**src/rtl/lzc_pkg.sv**
```systemverilog
`default_nettype none
// ---------------------------------------------------------------------------
// lzc_pkg : mode encoding and width helper shared by the lzc_pipe block
// Revision: 1.0
// ---------------------------------------------------------------------------
package lzc_pkg;

  typedef enum logic {
    LZC_LEADING  = 1'b0,
    LZC_TRAILING = 1'b1
  } lzc_dir_e;

  typedef enum logic {
    LZC_ZEROS = 1'b0,
    LZC_ONES  = 1'b1
  } lzc_pol_e;

  typedef struct packed {
    lzc_dir_e dir;
    lzc_pol_e polarity;
  } lzc_mode_t;

  function automatic int cnt_w(input int w);
    return $clog2(w + 1);
  endfunction

endpackage
`default_nettype wire

```
**src/rtl/lzc_core.sv**
```systemverilog
`default_nettype none
// ---------------------------------------------------------------------------
// lzc_core : combinational leading-zero count of an already-conditioned word
// Revision: 1.0
// ---------------------------------------------------------------------------
module lzc_core
  import lzc_pkg::*;
#(
  parameter int IN_WIDTH = 32,
  localparam int CNT_W = cnt_w(IN_WIDTH)
) (
  input  logic [IN_WIDTH-1:0] i_word,
  output logic [CNT_W-1:0]    o_cnt
);

  localparam int L = $clog2(IN_WIDTH);
  localparam int P = 1 << L;

  logic [P-1:0] w_pad;

  // Pad below the scanned end with ones so the count can never exceed IN_WIDTH.
  if (P > IN_WIDTH) begin : g_pad
    assign w_pad = {i_word, {(P - IN_WIDTH){1'b1}}};
  end else begin : g_nopad
    assign w_pad = i_word;
  end

  always_comb begin : p_tree
    logic           z [P];
    logic [L-1:0]   c [P];
    for (int i = 0; i < P; i++) begin
      z[i] = ~w_pad[P-1-i];
      c[i] = '0;
    end
    for (int lvl = 0; lvl < L; lvl++) begin
      for (int i = 0; i < P; i += (2 << lvl)) begin
        if (z[i]) c[i] = c[i + (1 << lvl)] | L'(1 << lvl);
        z[i] = z[i] & z[i + (1 << lvl)];
      end
    end
    o_cnt = z[0] ? CNT_W'(P) : CNT_W'(c[0]);
  end

endmodule
`default_nettype wire

```
**src/rtl/lzc_pipe.sv**
```systemverilog
`default_nettype none
// ---------------------------------------------------------------------------
// lzc_pipe : pipelined multi-lane leading/trailing zero/one counter, valid/ready
// Revision: 1.0
// ---------------------------------------------------------------------------
module lzc_pipe
  import lzc_pkg::*;
#(
  parameter int IN_WIDTH = 32,
  parameter int LANES    = 1,
  parameter int STAGES   = 2,
  localparam int CNT_W = cnt_w(IN_WIDTH)
) (
  input  logic                      clk,
  input  logic                      rst,
  input  logic                      in_valid,
  output logic                      in_ready,
  input  logic [LANES*IN_WIDTH-1:0] in_data,
  input  logic [1:0]                in_mode,
  output logic                      out_valid,
  input  logic                      out_ready,
  output logic [LANES*CNT_W-1:0]    out_count,
  output logic [LANES-1:0]          out_all,
  output logic [LANES*IN_WIDTH-1:0] out_norm,
  output logic [1:0]                out_mode
);

  function automatic logic [IN_WIDTH-1:0] rev(input logic [IN_WIDTH-1:0] d);
    logic [IN_WIDTH-1:0] r;
    for (int i = 0; i < IN_WIDTH; i++) r[i] = d[IN_WIDTH-1-i];
    return r;
  endfunction

  // Map every mode onto "leading zeros" so a single core serves all four.
  function automatic logic [IN_WIDTH-1:0] cond(input logic [IN_WIDTH-1:0] d, input lzc_mode_t m);
    logic [IN_WIDTH-1:0] r;
    r = (m.dir == LZC_TRAILING) ? rev(d) : d;
    return (m.polarity == LZC_ONES) ? ~r : r;
  endfunction

  logic                      w_adv;
  logic                      w_accept;
  logic [STAGES-1:0]         r_vld;
  lzc_mode_t                 w_in_mode;
  lzc_mode_t                 w_core_mode;
  lzc_mode_t                 w_fin_mode;
  logic [LANES*IN_WIDTH-1:0] w_cond;
  logic [LANES*IN_WIDTH-1:0] w_core_word;
  logic [LANES*IN_WIDTH-1:0] w_fin_word;
  logic [LANES*IN_WIDTH-1:0] w_norm;
  logic [LANES*CNT_W-1:0]    w_core_cnt;
  logic [LANES*CNT_W-1:0]    w_fin_cnt;
  logic [LANES-1:0]          w_all;
  logic [LANES*CNT_W-1:0]    r_count;
  logic [LANES-1:0]          r_all;
  logic [LANES*IN_WIDTH-1:0] r_norm;
  lzc_mode_t                 r_mode;

  assign w_in_mode = lzc_mode_t'(in_mode);
  assign out_valid = r_vld[STAGES-1];
  assign w_adv     = ~out_valid | out_ready;
  assign in_ready  = w_adv & ~rst;
  assign w_accept  = in_valid & in_ready;

  // The whole pipe moves in lockstep, so bubbles are overwritten as it shifts.
  always_ff @(posedge clk) begin
    if (rst) begin
      r_vld <= '0;
    end else if (w_adv) begin
      r_vld <= STAGES'({r_vld, w_accept});
    end
  end

  if (STAGES >= 2) begin : g_s1_reg
    logic [LANES*IN_WIDTH-1:0] r_s1_word;
    lzc_mode_t                 r_s1_mode;
    always_ff @(posedge clk) begin
      if (w_adv) begin
        r_s1_word <= w_cond;
        r_s1_mode <= w_in_mode;
      end
    end
    assign w_core_word = r_s1_word;
    assign w_core_mode = r_s1_mode;
  end else begin : g_s1_comb
    assign w_core_word = w_cond;
    assign w_core_mode = w_in_mode;
  end

  if (STAGES == 3) begin : g_s2_reg
    logic [LANES*IN_WIDTH-1:0] r_s2_word;
    logic [LANES*CNT_W-1:0]    r_s2_cnt;
    lzc_mode_t                 r_s2_mode;
    always_ff @(posedge clk) begin
      if (w_adv) begin
        r_s2_word <= w_core_word;
        r_s2_cnt  <= w_core_cnt;
        r_s2_mode <= w_core_mode;
      end
    end
    assign w_fin_word = r_s2_word;
    assign w_fin_cnt  = r_s2_cnt;
    assign w_fin_mode = r_s2_mode;
  end else begin : g_s2_comb
    assign w_fin_word = w_core_word;
    assign w_fin_cnt  = w_core_cnt;
    assign w_fin_mode = w_core_mode;
  end

  for (genvar k = 0; k < LANES; k++) begin : g_lane
    logic [IN_WIDTH-1:0] w_plain;
    logic [IN_WIDTH-1:0] w_shl;
    logic [CNT_W-1:0]    w_cnt;

    assign w_cond[k*IN_WIDTH +: IN_WIDTH] = cond(in_data[k*IN_WIDTH +: IN_WIDTH], w_in_mode);

    lzc_core #(.IN_WIDTH(IN_WIDTH)) u_core (
      .i_word (w_core_word[k*IN_WIDTH +: IN_WIDTH]),
      .o_cnt  (w_core_cnt[k*CNT_W +: CNT_W])
    );

    // Undo the inversion only; a trailing shift is a left shift in reversed space.
    assign w_cnt   = w_fin_cnt[k*CNT_W +: CNT_W];
    assign w_plain = (w_fin_mode.polarity == LZC_ONES) ? ~w_fin_word[k*IN_WIDTH +: IN_WIDTH]
                                                       :  w_fin_word[k*IN_WIDTH +: IN_WIDTH];
    assign w_shl   = w_plain << w_cnt;
    assign w_norm[k*IN_WIDTH +: IN_WIDTH] = (w_fin_mode.dir == LZC_TRAILING) ? rev(w_shl) : w_shl;
    assign w_all[k] = (w_cnt == CNT_W'(IN_WIDTH));
  end

  always_ff @(posedge clk) begin
    if (w_adv) begin
      r_count <= w_fin_cnt;
      r_all   <= w_all;
      r_norm  <= w_norm;
      r_mode  <= w_fin_mode;
    end
  end

  assign out_count = r_count;
  assign out_all   = r_all;
  assign out_norm  = r_norm;
  assign out_mode  = r_mode;

endmodule
`default_nettype wire

```
**config.mk**
```make
export PLATFORM = sky130hd
export DESIGN_NAME = lzc_pipe
export DESIGN_NICKNAME = d
export VERILOG_FILES = /design/src/rtl/lzc_pkg.sv /design/src/rtl/lzc_core.sv /design/src/rtl/lzc_pipe.sv
export SDC_FILE = /design/constraint.sdc
export NUM_CORES = 1
export LEC_CHECK = 0
export CORE_MARGIN = 3
export CORE_UTILIZATION = 60
export CTS_BUF_LIST = sky130_fd_sc_hd__clkbuf_4
export CTS_CLUSTER_DIAMETER = 60
export DETAILED_ROUTE_END_ITERATION = 10
export PLACE_DENSITY = 0.86
export SYNTH_ARGS = -nofsm -noshare
export SYNTH_HDL_FRONTEND = slang
export SYNTH_SLANG_ARGS = --single-unit
```
**constraint.sdc**
```tcl
create_clock -name clk -period 7.7 [get_ports clk]
set_input_delay 1.925 -clock clk [delete_from_list [all_inputs] [get_ports clk]]
set_output_delay 1.925 -clock clk [all_outputs]
set_load 0.01 [all_outputs]
```
# ---- Word-level counts from Yosys, hierarchy flattened
# Cells that the tools add are included.
dict set report word_totals {
  regBits 77
  inputBits 38
  wordCells 117
}
dict set report op_classes {
  n_eq_ne 1
  shifts 1
  mux 36
  bitwise_logic 70
}
# op n
set ops {}
lappend ops {{2-to-1 mux 32 bit} 4}
lappend ops {{NOT 32 bit} 2}
lappend ops {{2-to-1 mux 5 bit} 8}
lappend ops {{NOT 1 bit} 34}
lappend ops {{bitwise AND 1 bit} 33}
lappend ops {{<< shifter 32 x 6 -> 32 bit} 1}
lappend ops {{2-to-1 mux 1 bit} 16}
lappend ops {{2-to-1 mux 2 bit} 4}
lappend ops {{2-to-1 mux 4 bit} 2}
lappend ops {{equality test 6 bit (second input constant)} 1}
lappend ops {{2-to-1 mux 6 bit} 1}
lappend ops {{2-to-1 mux 3 bit} 1}
lappend ops {{bitwise OR 1 bit} 1}

# ---- Longest topological paths before layout
# Gate-level depths: netlist of run 1.
dict set report depth {
  word_depth 9
  mapped_depth 14
}

# ---- Hierarchy
# Synthesis of run 1 repeated with hierarchy kept, for this count alone.
dict set report hier_totals {
  hier_cells 598
  hier_area_um2 6550.0
}
# mod n_inst cells_per_inst area_per_inst_um2
set by_module_without_submodules {}
lappend by_module_without_submodules {lzc_pipe 1 536 6129.6}
lappend by_module_without_submodules {lzc_core 1 62 420.4}

# ---- Worst setup path after synthesis of run 1
# Ideal clock, no wire load.
dict set report synth_path {
  kind {input to output}
  from {input port out_ready}
  to {output port in_ready}
  arrival_time_ns 2.247
  required_ns 5.775
  slack_ns 3.528
  stages 2
  n_path_buf 0
  cell_sequence {nor2b_1 nor2_1}
}
dict set report synth_via {
  elab_chain_cells 2
}
# item line
set synth_rtl {}
lappend synth_rtl {{start: declaration} lzc_pipe.sv:21} ;# input logic out_ready,
lappend synth_rtl {{bitwise OR 1 bit} lzc_pipe.sv:61} ;# assign w_adv = ~out_valid | out_ready;
lappend synth_rtl {{bitwise AND 1 bit} lzc_pipe.sv:62} ;# assign in_ready = w_adv & ~rst;
lappend synth_rtl {{end: declaration} lzc_pipe.sv:17} ;# output logic in_ready,
# Every way passes these cells.

# ---- Worst setup path after layout of run 1
dict set report layout_path {
  from {register g_s1_reg.r_s1_word[29]}
  to {register r_norm[6], in the netlist out_norm[6] (data pin)}
}
dict set report layout_via {
  elab_chain_cells 9
  word_cells_on_any_way 16
}
# item line
set layout_rtl {}
lappend layout_rtl {{start: declaration} lzc_pipe.sv:75} ;# logic [LANES*IN_WIDTH-1:0] r_s1_word;
lappend layout_rtl {{start signal: assignment} lzc_pipe.sv:79} ;# r_s1_word <= w_cond;
lappend layout_rtl {{NOT 1 bit} lzc_core.sv:32} ;# z[i] = ~w_pad[P-1-i];
lappend layout_rtl {{bitwise AND 1 bit (2 in series)} lzc_core.sv:38} ;# z[i] = z[i] & z[i + (1 << lvl)];
lappend layout_rtl {{2-to-1 mux 5 bit or bitwise AND 1 bit (tied branches) (3 in series)} {lzc_core.sv:37, lzc_core.sv:38}}
lappend layout_rtl {{2-to-1 mux 6 bit} lzc_core.sv:41} ;# o_cnt = z[0] ? CNT_W'(P) : CNT_W'(c[0]);
lappend layout_rtl {{<< shifter 32 x 6 -> 32 bit (*)} lzc_pipe.sv:126} ;# assign w_shl = w_plain << w_cnt;
lappend layout_rtl {{2-to-1 mux 32 bit (*)} lzc_pipe.sv:127} ;# assign w_norm[k*IN_WIDTH +: IN_WIDTH] = (w_fin_mode.dir == LZC_TRAILING) ? rev(w_shl) : w_shl;
lappend layout_rtl {{net w_norm[6]} lzc_pipe.sv:50} ;# logic [LANES*IN_WIDTH-1:0] w_norm;
lappend layout_rtl {{end signal: assignment} lzc_pipe.sv:135} ;# r_norm <= w_norm;
lappend layout_rtl {{end: declaration} lzc_pipe.sv:56} ;# logic [LANES*IN_WIDTH-1:0] r_norm;
# Mark *: on every way through the listed nets, which the timed path passes. The rest lies on a longest branch.
# A chain may end at the register's enable or synchronous reset.

==> run metrics, run 1 <==
Resized cells post-CTS=0; status=complete, no violations; Worst Skew=0.0154 ns; Max rail drop VDD=0.000110 V; achievable clock frequency=172 MHz; HPWL after detailed placement=13,700 um; FF+latch count, synth=77; Tightest Hold Check Type=reg -> reg; Slew Viols, Final=0; total wire length=18,600 um; power per cell area=226 nW/um^2; Core Area=9950 um^2; Final nets=742; share of layout cells above drive strength 1=6.91%; worst setup margin=1.89 ns; final antenna-violating net count=0; final setup violation count=0; Mapped Cells=656; count leader, synth=mux2i_1; Post-CTS Setup Bufs=0; commonest cells in the netlist=mux2i_1, edfxtp_1, xnor2_1; antenna cells=0; dominant cell type by area after synthesis=edfxtp_1; MaxCap Viol Count=0; largest cells by area after synthesis=edfxtp_1, mux2i_1, xnor2_1; Synth top area share=36.0%; leak pwr=2.70 nW; Ports=81; CP endpoint kind=flop; final hold vios=0; worst hold slack=0.486 ns; Clock Pin Slew Worst Setup and Hold Paths=0.12 ns; drt first pass iters=6; worst skew pair latency=0.46 ns; CP Class=reg -> reg; Unique masters post-synth=75; Avg Cell Area, Syn=9.54 um^2; GR Layer Usage met2=54.0%; clk sink count=77; Syn Nets=694; Die W=108 um; Slew HR=22.1%; Worst Tran Pin Value=1.17 ns; vias=5,829; crit start category=flop; remaining global-route overflow=0; clock buffer depth=2; Syn-to-layout area delta=14.5%; met3 usage=4.42%; initial antenna violation count=0; Initial DRC Count=754; Post-CTS Hold Fix Bufs=0; number of global-route vias before repair=5,383; unrepaired setup endpoints after global routing=no; die area=11,700 um^2; fin crit share=75.4%; CTS Buf Count=9; pin count of the biggest net entering global routing=76; DP Worst Slack=2.09 ns; sequential area share after synthesis=36.6%; CTS root buf=clkbuf_4; Initial Utilization=62.9%; WP data arrival=5.99 ns; fillers=740; total power draw=1.62 mW; Placement Rows=36; port bufs=80; DRC Markers=0; DR WL/cell=22.1 um; GR peak layer=met2; final setup TNS=0 ns; Die Ht=108 um; required time of the worst setup path=7.89 ns; EDFF count, synth=75; GRT Util Overall=33.0%; CP max FO=41; met1 Usage GRT=42.6%; YS warnings=0; gpl congestion=1.03; via-per-instance ratio=6.92; ys async rst share=0%; Netlist Area Pre-Place=6260 um^2; H-tree lvl count=3; Period minus WS final=5.81 ns; CTS tree=built; global-route wire length before repair=29,600 um; Post-synth top flop=edfxtp_1
## final timing paths
kind,from,endpoint,slack (ns),cells past startpoint
max,g_s1_reg.r_s1_word[29],out_norm[6],1.89,10
min,r_vld[0],r_vld[1],0.49,2
max reg2reg,g_s1_reg.r_s1_word[29],out_norm[6],1.89,10
min reg2reg,r_vld[0],r_vld[1],0.49,2
## worst max-delay path, stage by stage, from the launching register on
cell	delay (ns)
edfxtp_1	0.54
or4_1	0.81
nor2_1	0.90
nand3_1	0.74
o21ai_4	0.35
buf_4	0.48
mux2i_1	0.69
mux2_2	0.41
a21o_1	0.18
a221oi_1	0.29
mux2i_1	0.12
## cells by family after synthesis
| group | synth area share [%] |
|---|---|
| muxes | 16.9 |
| xor gates and xnor gates | 7.00 |
| buffers and inverters | 4.30 |
| and+or+nand+nor | 15.6 |
| DFF | 36.6 |
| AOI/OAI and AO/OA | 19.6 |
## placed cells by master (no fill, tap or decap), drive strengths merged, types with 5 or more instances in the layout
| cell type | Yosys | final |
|---|---|---|
| nand2 | 47 | 47 |
| clkinv | 2 | 5 |
| edfxtp | 75 | 75 |
| inv | 13 | 13 |
| nand3 | 30 | 30 |
| nand2b | 5 | 5 |
| mux2 | 9 | 9 |
| xnor2 | 50 | 50 |
| nor2b | 5 | 5 |
| a221oi | 16 | 16 |
| o31a | 6 | 6 |
| o21ai | 25 | 25 |
| a22oi | 8 | 8 |
| or3 | 5 | 5 |
| clkdlybuf4s50 | 0 | 78 |
| a2bb2oi | 5 | 5 |
| o211ai | 7 | 7 |
| nor3 | 23 | 23 |
| buf | 19 | 8 |
| o31ai | 5 | 5 |
| nor4 | 11 | 11 |
| mux2i | 92 | 92 |
| clkbuf | 30 | 9 |
| a21oi | 33 | 33 |
| a31oi | 10 | 10 |
| nor2 | 48 | 48 |
| or4 | 9 | 9 |
| a211oi | 7 | 7 |
## registers in the layout (all words and copies together), names as in the netlist
name	count
out_norm	32
g_s1_reg.r_s1_word	32
out_mode	2
r_vld	2
out_all	1
out_count	6
g_s1_reg.r_s1_mode	2
## layout make-up
class,instances,area [um^2],area share [%]
Inverter,15,56.3,0.786
Sequential cell,77,2290,32.0
Clock inverter,7,42.5,0.594
Clock buffer,9,67.6,0.943
Timing Repair Buffer,86,836,11.7
Tap cell,133,166,2.32
Multi-Input combinational cell,515,3700,51.7
## per-layer routing
metal / share of wire (%) / wire (um)
met5: 0 / 0
met4: 5.0 / 930
met3: 8.7 / 1620
met2: 48 / 8910
met1: 39 / 7180
## where the power goes
part	leakage (nW)	total (mW)	switching [mW]	internal, mW
logic	1.83	0.781	0.433	0.348
clock network	0.0490	0.210	0.147	0.0630
registers	0.817	0.628	0.0629	0.565
## stage by stage
stage	area (um^2)	instances	util, %
2_1_floorplan	6260	656	-
3_3_place_gp	7060	826	70.9
3_5_place_dp	7060	826	70.9
4_1_cts	7170	842	72.0
5_1_grt	7170	842	72.0
6_report	7170	842	72.0
Power figures use the tool's default switching activity.
==> run 2: changes to the inputs <==
--- a/config.mk
+++ b/config.mk
@@ -6,11 +6,11 @@
 export NUM_CORES = 1
 export LEC_CHECK = 0
 export CORE_MARGIN = 3
-export CORE_UTILIZATION = 60
+export CORE_UTILIZATION = 58
 export CTS_BUF_LIST = sky130_fd_sc_hd__clkbuf_4
 export CTS_CLUSTER_DIAMETER = 60
 export DETAILED_ROUTE_END_ITERATION = 10
-export PLACE_DENSITY = 0.86
+export PLACE_DENSITY = 0.83
 export SYNTH_ARGS = -nofsm -noshare
 export SYNTH_HDL_FRONTEND = slang
 export SYNTH_SLANG_ARGS = --single-unit
==> constraint.sdc (replaced) <==
create_clock -name clk -period 5.9 [get_ports clk]
set_input_delay 1.475 -clock clk [delete_from_list [all_inputs] [get_ports clk]]
set_output_delay 1.475 -clock clk [all_outputs]
set_load 0.01 [all_outputs]
==> run 2 against run 1 <==
  * Wire length grew 3.9%
  * Via count grew 1.2%
  * Sequential power grew 31%
  * Non-clock buffer count grew 11
  * Critical path type unchanged
  * Largest cell class unchanged
  * Highest routed layer unchanged
==> run metrics, run 2 (synthesis gave the netlist of run 1 again) <==
Resized cells post-CTS=0 (unchanged); Slew Viols, Final=0 (unchanged); port bufs=80 (unchanged); die area=12,100 um^2 (+3.3%); total wire length=19,400 um (+3.9%); MaxCap Viol Count=0 (unchanged); Core Area=10,400 um^2 (+4.6%); unrepaired setup endpoints after global routing=no; Worst Skew=0.0154 ns (+0.0000393 ns); Tightest Hold Check Type=reg -> reg; Flop pwr share=36.2% (-2.6 points); CTS Buf Count=9 (unchanged); final setup TNS=0 ns (unchanged); R2R Setup Slk=1.23 ns (-0.66 ns); sum of buffers and inverters on the critical path=2 (+1); CP max FO=19 (-54%); via-per-instance ratio=6.89 (-0.49%); CP max stage cell=nor4_2; global-route wire length before repair=30,700 um (+3.7%); required time of the worst setup path=6.07 ns (-1.82 ns); Final nets=753 (+1.5%); Max rail drop VDD=0.000155 V (+40%); HP Start=r_vld[0]; WP data arrival=4.84 ns (-1.15 ns); clk sink count=77 (unchanged); Worst Hold Path EP=r_vld[1]; power per cell area=309 nW/um^2 (+37%); most frequent cells in the layout=mux2i_1, clkdlybuf4s50_1, edfxtp_1; worst skew pair latency=0.46 ns (about the same); most used cell, CP=a221oi_1; CTS root buf=clkbuf_4; status=complete, no violations; gpl congestion=1.07 (+3.7%); GRT Util Overall=33.6% (+0.57 points); Post-CTS Hold Fix Bufs=0 (unchanged); part of the power in the clock network=18.3% (+5.3 points); Initial Utilization=60.1% (-2.8 points); Syn-to-layout area delta=17.1%; DR WL/cell=22.6 um (+2.2%); initial antenna violation count=0 (unchanged); Slew HR=30.8% (+8.7 points); Placement Rows=37 (+2.8%); Internal Power=1.42 mW (+45%); switching share of power=37.3% (-2.4 points); remaining global-route overflow=0 (unchanged); commonest non-fill, non-tap cell in the layout=mux2i_1; Initial DRC Count=704 (-6.6%); CP peak stage delay=0.81 ns (-0.09 ns); reg-to-reg startpoint=g_s1_reg.r_s1_word[24]; Post-CTS Setup Bufs=0 (unchanged); register area=2290 um^2 (unchanged); Top delay family on crit path=compound AO/OA/AOI/OAI gates; Die W=110 um (+1.6%); hold path depth=2 (unchanged); achievable clock frequency=214 MHz (+24%); drt first pass iters=7 (+1); antenna cells=0 (unchanged); number of global-route vias before repair=5,621 (+4.4%); worst hold slack=0.487 ns (+0.000237 ns); final antenna-violating net count=0 (unchanged); multi-input logic area=3700 um^2 (unchanged); clock buffer depth=2 (unchanged); pin count of the biggest net entering global routing=56 (-26%); CP endpoint kind=flop; share of layout cells above drive strength 1=8.47% (+1.6 points); ordered cell list for the critical path=nor4_2, o311a_1, and2_1, o32a_1, inv_2, buf_4, a221oi_1, or3_1, mux2i_1, nand3_1, a221oi_1, a21oi_1; leak pwr=2.80 nW (+3.7%); R2R depth=12 (+2); FF-to-FF End=out_norm[24]; final setup violation count=0 (unchanged); fin crit share=79.1% (+3.7 points); vias=5,897 (+1.2%); final hold vios=0 (unchanged); combinational share of power=45.5% (-2.7 points); crit start category=flop; Ports=81 (unchanged); Period minus WS final=4.67 ns (-1.14 ns); H-tree lvl count=3 (unchanged); CTS tree=built; Worst Tran Pin Value=1.04 ns (-0.128 ns); DRC Markers=0 (unchanged); HPWL after detailed placement=14,700 um (+7.1%); Psw=0.845 mW (+31%); Die Ht=110 um (+1.6%); fillers=802 (+8.4%); Clock Pin Slew Worst Setup and Hold Paths=0.11 ns (about the same); CP Class=reg -> reg
run 2: cell types whose count changed in the layout (fill, tap and decap cells not counted):
cell and change:
clkinvlp_4 -3, inv_6 +1, clkinv_2 -1, bufinv_16 +3, clkinv_1 -1, clkbuf_4 +1, buf_4 +11
run 2: worst min-delay path, stage by stage (launching register included):
cell and delay [ns]:
dfxtp_1 0.35, nor2_1 0.05, nor2_1 0.07
run 2: cell type report:
cell class                 count  share of cell area (%)
clock buffer                  10                    1.02
clock inverter                 6                    1.50
inverter                      15                   0.768
timing repair buffer          97                    12.5
multi-input combinational    515                    50.6
tap                          136                    2.32
sequential                    77                    31.3
run 2: through the flow:
stage	worst slack, ns	area [um^2]	instances	util (%)	power [mW]
2_1_floorplan	2.46	6260	656	-	1.46
3_3_place_gp	1.46	7140	840	68.6	1.82
3_5_place_dp	1.46	7140	840	68.6	1.84
4_1_cts	1.41	7330	856	70.3	2.24
5_1_grt	1.07	7330	856	70.3	2.37
6_report	1.23	7330	856	70.3	2.26
run 2: power groups by stage:
| stage | logic, mW | registers, mW | clock network (mW) |
|---|---|---|---|
| floorplan | 0.613 | 0.843 | 0 |
| global placement | 0.994 | 0.827 | 0 |
| detailed placement | 1.01 | 0.831 | 0 |
| CTS | 1.01 | 0.818 | 0.414 |
| global route | 1.10 | 0.832 | 0.436 |
| finish | 1.03 | 0.820 | 0.414 |
run 2: worst max path at each step:
stage	from	end	slack (ns)	cells after the start
finish	g_s1_reg.r_s1_word[24]	out_norm[24]	1.23	12
global route	g_s1_reg.r_s1_word[29]	out_norm[24]	1.07	13
CTS	g_s1_reg.r_s1_word[29]	out_norm[24]	1.41	13
detailed placement	g_s1_reg.r_s1_word[29]	out_norm[24]	1.46	13
global placement	g_s1_reg.r_s1_word[29]	out_norm[24]	1.46	13
floorplan	out_ready	g_s1_reg.r_s1_mode[0]	2.46	2
run 2: metal layers:
| metal | global-route usage (%) | vias to the layer above | part of all wire (%) |
|---|---|---|---|
| met2 | 56.2 | 378 | 48 |
| met4 | 16.4 | 0 | 5.1 |
| met3 | 4.05 | 74 | 8.2 |
| li1 | - | 2648 | - |
| met5 | 0 | - | 0 |
| met1 | 42.9 | 2797 | 39 |
==> run 3: changes to the inputs <==
==> constraint.sdc (replaced) <==
create_clock -name clk -period 4.5 [get_ports clk]
set_input_delay 1.125 -clock clk [delete_from_list [all_inputs] [get_ports clk]]
set_output_delay 1.125 -clock clk [all_outputs]
set_load 0.01 [all_outputs]
==> run 3 against run 2 <==
  * Sequential share of layout area decreased by 0.78 points
  * Combinational power increased by 37%
  * Wire length increased by 4.7%
  * Clock power increased by 14%
  * Critical path depth decreased by 2
  * Sequential power increased by 30%
  * Worst hold slack improved by 0.017 ns
  * Largest cell class unchanged
==> run metrics, run 3 (synthesis gave the netlist of run 1 again) <==
pin count of the biggest net entering global routing=55 (-1.8%); global-route wire length before repair=31,600 um (+3.0%); worst skew pair latency=0.44 ns (-0.02 ns); Placement Rows=37 (unchanged); via-per-instance ratio=6.90 (+0.15%); DRC Markers=0 (unchanged); CTS tree=built; clock buffer depth=2 (unchanged); DR WL/cell=23.0 um (+1.5%); final hold vios=0 (unchanged); antenna cells=0 (unchanged); clk sink count=77 (unchanged); fin crit share=93.3% (+14 points); Resized cells post-CTS=0 (unchanged); vias=6,092 (+3.3%); Final nets=780 (+3.6%); required time of the worst setup path=4.67 ns (-1.40 ns); post-route insts no fill=883 (+3.2%); drt first pass iters=7 (unchanged); HPWL after detailed placement=15,500 um (+5.4%); metal3 WL=1830 um (+15%); most frequent cells in the layout=mux2i_1, clkdlybuf4s50_1, edfxtp_1; H-tree lvl count=3 (unchanged); R2R depth=10 (-2); Slew HR=32.4% (+1.6 points); total wire length=20,300 um (+4.7%); commonest non-fill, non-tap cell in the layout=mux2i_1; Worst Tran Pin Value=1.01 ns (-0.0241 ns); total stage count of the critical path=10 (-2); final antenna-violating net count=0 (unchanged); final core utilization=72.1% (+1.8 points); CP Class=reg -> reg; sum of buffers and inverters on the critical path=1 (-1); Final Instance Area=7510 um^2 (+2.6%); port bufs=80 (unchanged); gpl congestion=1.07 (-0.12%); Ports=81 (unchanged); CP peak stage delay=0.61 ns (-0.20 ns); CP max stage cell=or4_1; total power draw=2.95 mW (+30%); ordered cell list for the critical path=or4_1, nor2_1, o22ai_1, o21ai_4, buf_4, mux2i_1, mux2_2, a21o_1, a221oi_1, mux2i_1; achievable clock frequency=238 MHz (+11%); CTS Buf Count=9 (unchanged); hold path depth=2 (unchanged); Top delay family on crit path=multiplexers; power per cell area=393 nW/um^2 (+27%); Initial Utilization=60.1% (unchanged); Syn-to-layout area delta=20.1%; Die Ht=110 um (unchanged); CP endpoint kind=flop; final setup TNS=0 ns (unchanged); CP max FO=29 (+10); Worst Skew=0.00808 ns (-0.00733 ns); Clock Pin Slew Worst Setup and Hold Paths=0.12 ns (about the same); final setup violation count=0 (unchanged); Post-CTS Setup Bufs=0 (unchanged); MaxCap Viol Count=0 (unchanged); met2 routed WL=9500 um (+2.3%); initial antenna violation count=0 (unchanged); Core Area=10,400 um^2 (unchanged); Initial DRC Count=775 (+10%); DR top layer=met4; most used cell, CP=mux2i_1; leak pwr=2.92 nW (+4.6%); CTS root buf=clkbuf_4; status=complete, no violations; Slew Viols, Final=0 (unchanged); Die W=110 um (unchanged); Max rail drop VDD=0.000184 V (+19%); crit start category=flop; number of global-route vias before repair=5,753 (+2.3%); met1 WL=7600 um (+1.5%); Tightest Hold Check Type=reg -> reg; die area=12,100 um^2 (unchanged); Cells after DPL=867 (+3.2%); Post-DP Area=7360 um^2 (+3.0%); unrepaired setup endpoints after global routing=no; Period minus WS final=4.20 ns (-0.468 ns); WP data arrival=4.37 ns (-0.47 ns); GRT Util Overall=34.5% (+0.93 points); remaining global-route overflow=0 (unchanged); share of layout cells above drive strength 1=11.8% (+3.3 points); Post-CTS Hold Fix Bufs=0 (unchanged)
run 3: changes by cell type in the layout (fill, tap and decap cells not counted), sizes merged:
cell    previous run  this run
clkinv             3         6
inv               14        13
bufinv             3         2
buf               19        46
clkbuf            10         9
run 3: metrics by stage:
step,hold WS [ns],worst slack (ns)
after global placement,0.445,0.442
final,0.504,0.300
after detailed placement,0.488,0.473
after CTS,0.506,0.451
after global routing,0.524,0.0899
after floorplan,0.424,1.07
run 3: report_power, final:
part	total [mW]	switching [mW]	internal, mW
Combinational	1.41	0.764	0.647
Sequential	1.07	0.103	0.967
Clock	0.473	0.251	0.222
run 3: routing by layer:
metal,track usage (%),vias up
met1,42.8,2839
met5,0,-
li1,-,2714
met4,19.3,0
met2,56.9,436
met3,5.70,103
run 3: cell type report:
type	instances	area [um^2]
inverter	15	56.3
multi-input combinational	515	3700
clock buffer	9	67.6
clock inverter	7	90.1
fill	800	2900
tap	136	170
timing repair buffer	124	1130
sequential	77	2290
run 3: path summary, 6_finish.rpt:
check / from / endpoint / slack (ns)
max reg2reg: g_s1_reg.r_s1_word[10] / out_norm[6] / 0.30
min: r_vld[0] / r_vld[1] / 0.50
max: g_s1_reg.r_s1_word[10] / out_norm[6] / 0.30
min reg2reg: r_vld[0] / r_vld[1] / 0.50
run 3: tightest hold or removal path, delay by kind of cell, from the launching register on:
kind / cells / cell delay [ns]
DFF: 1 / 0.33
and+or+nand+nor: 2 / 0.14
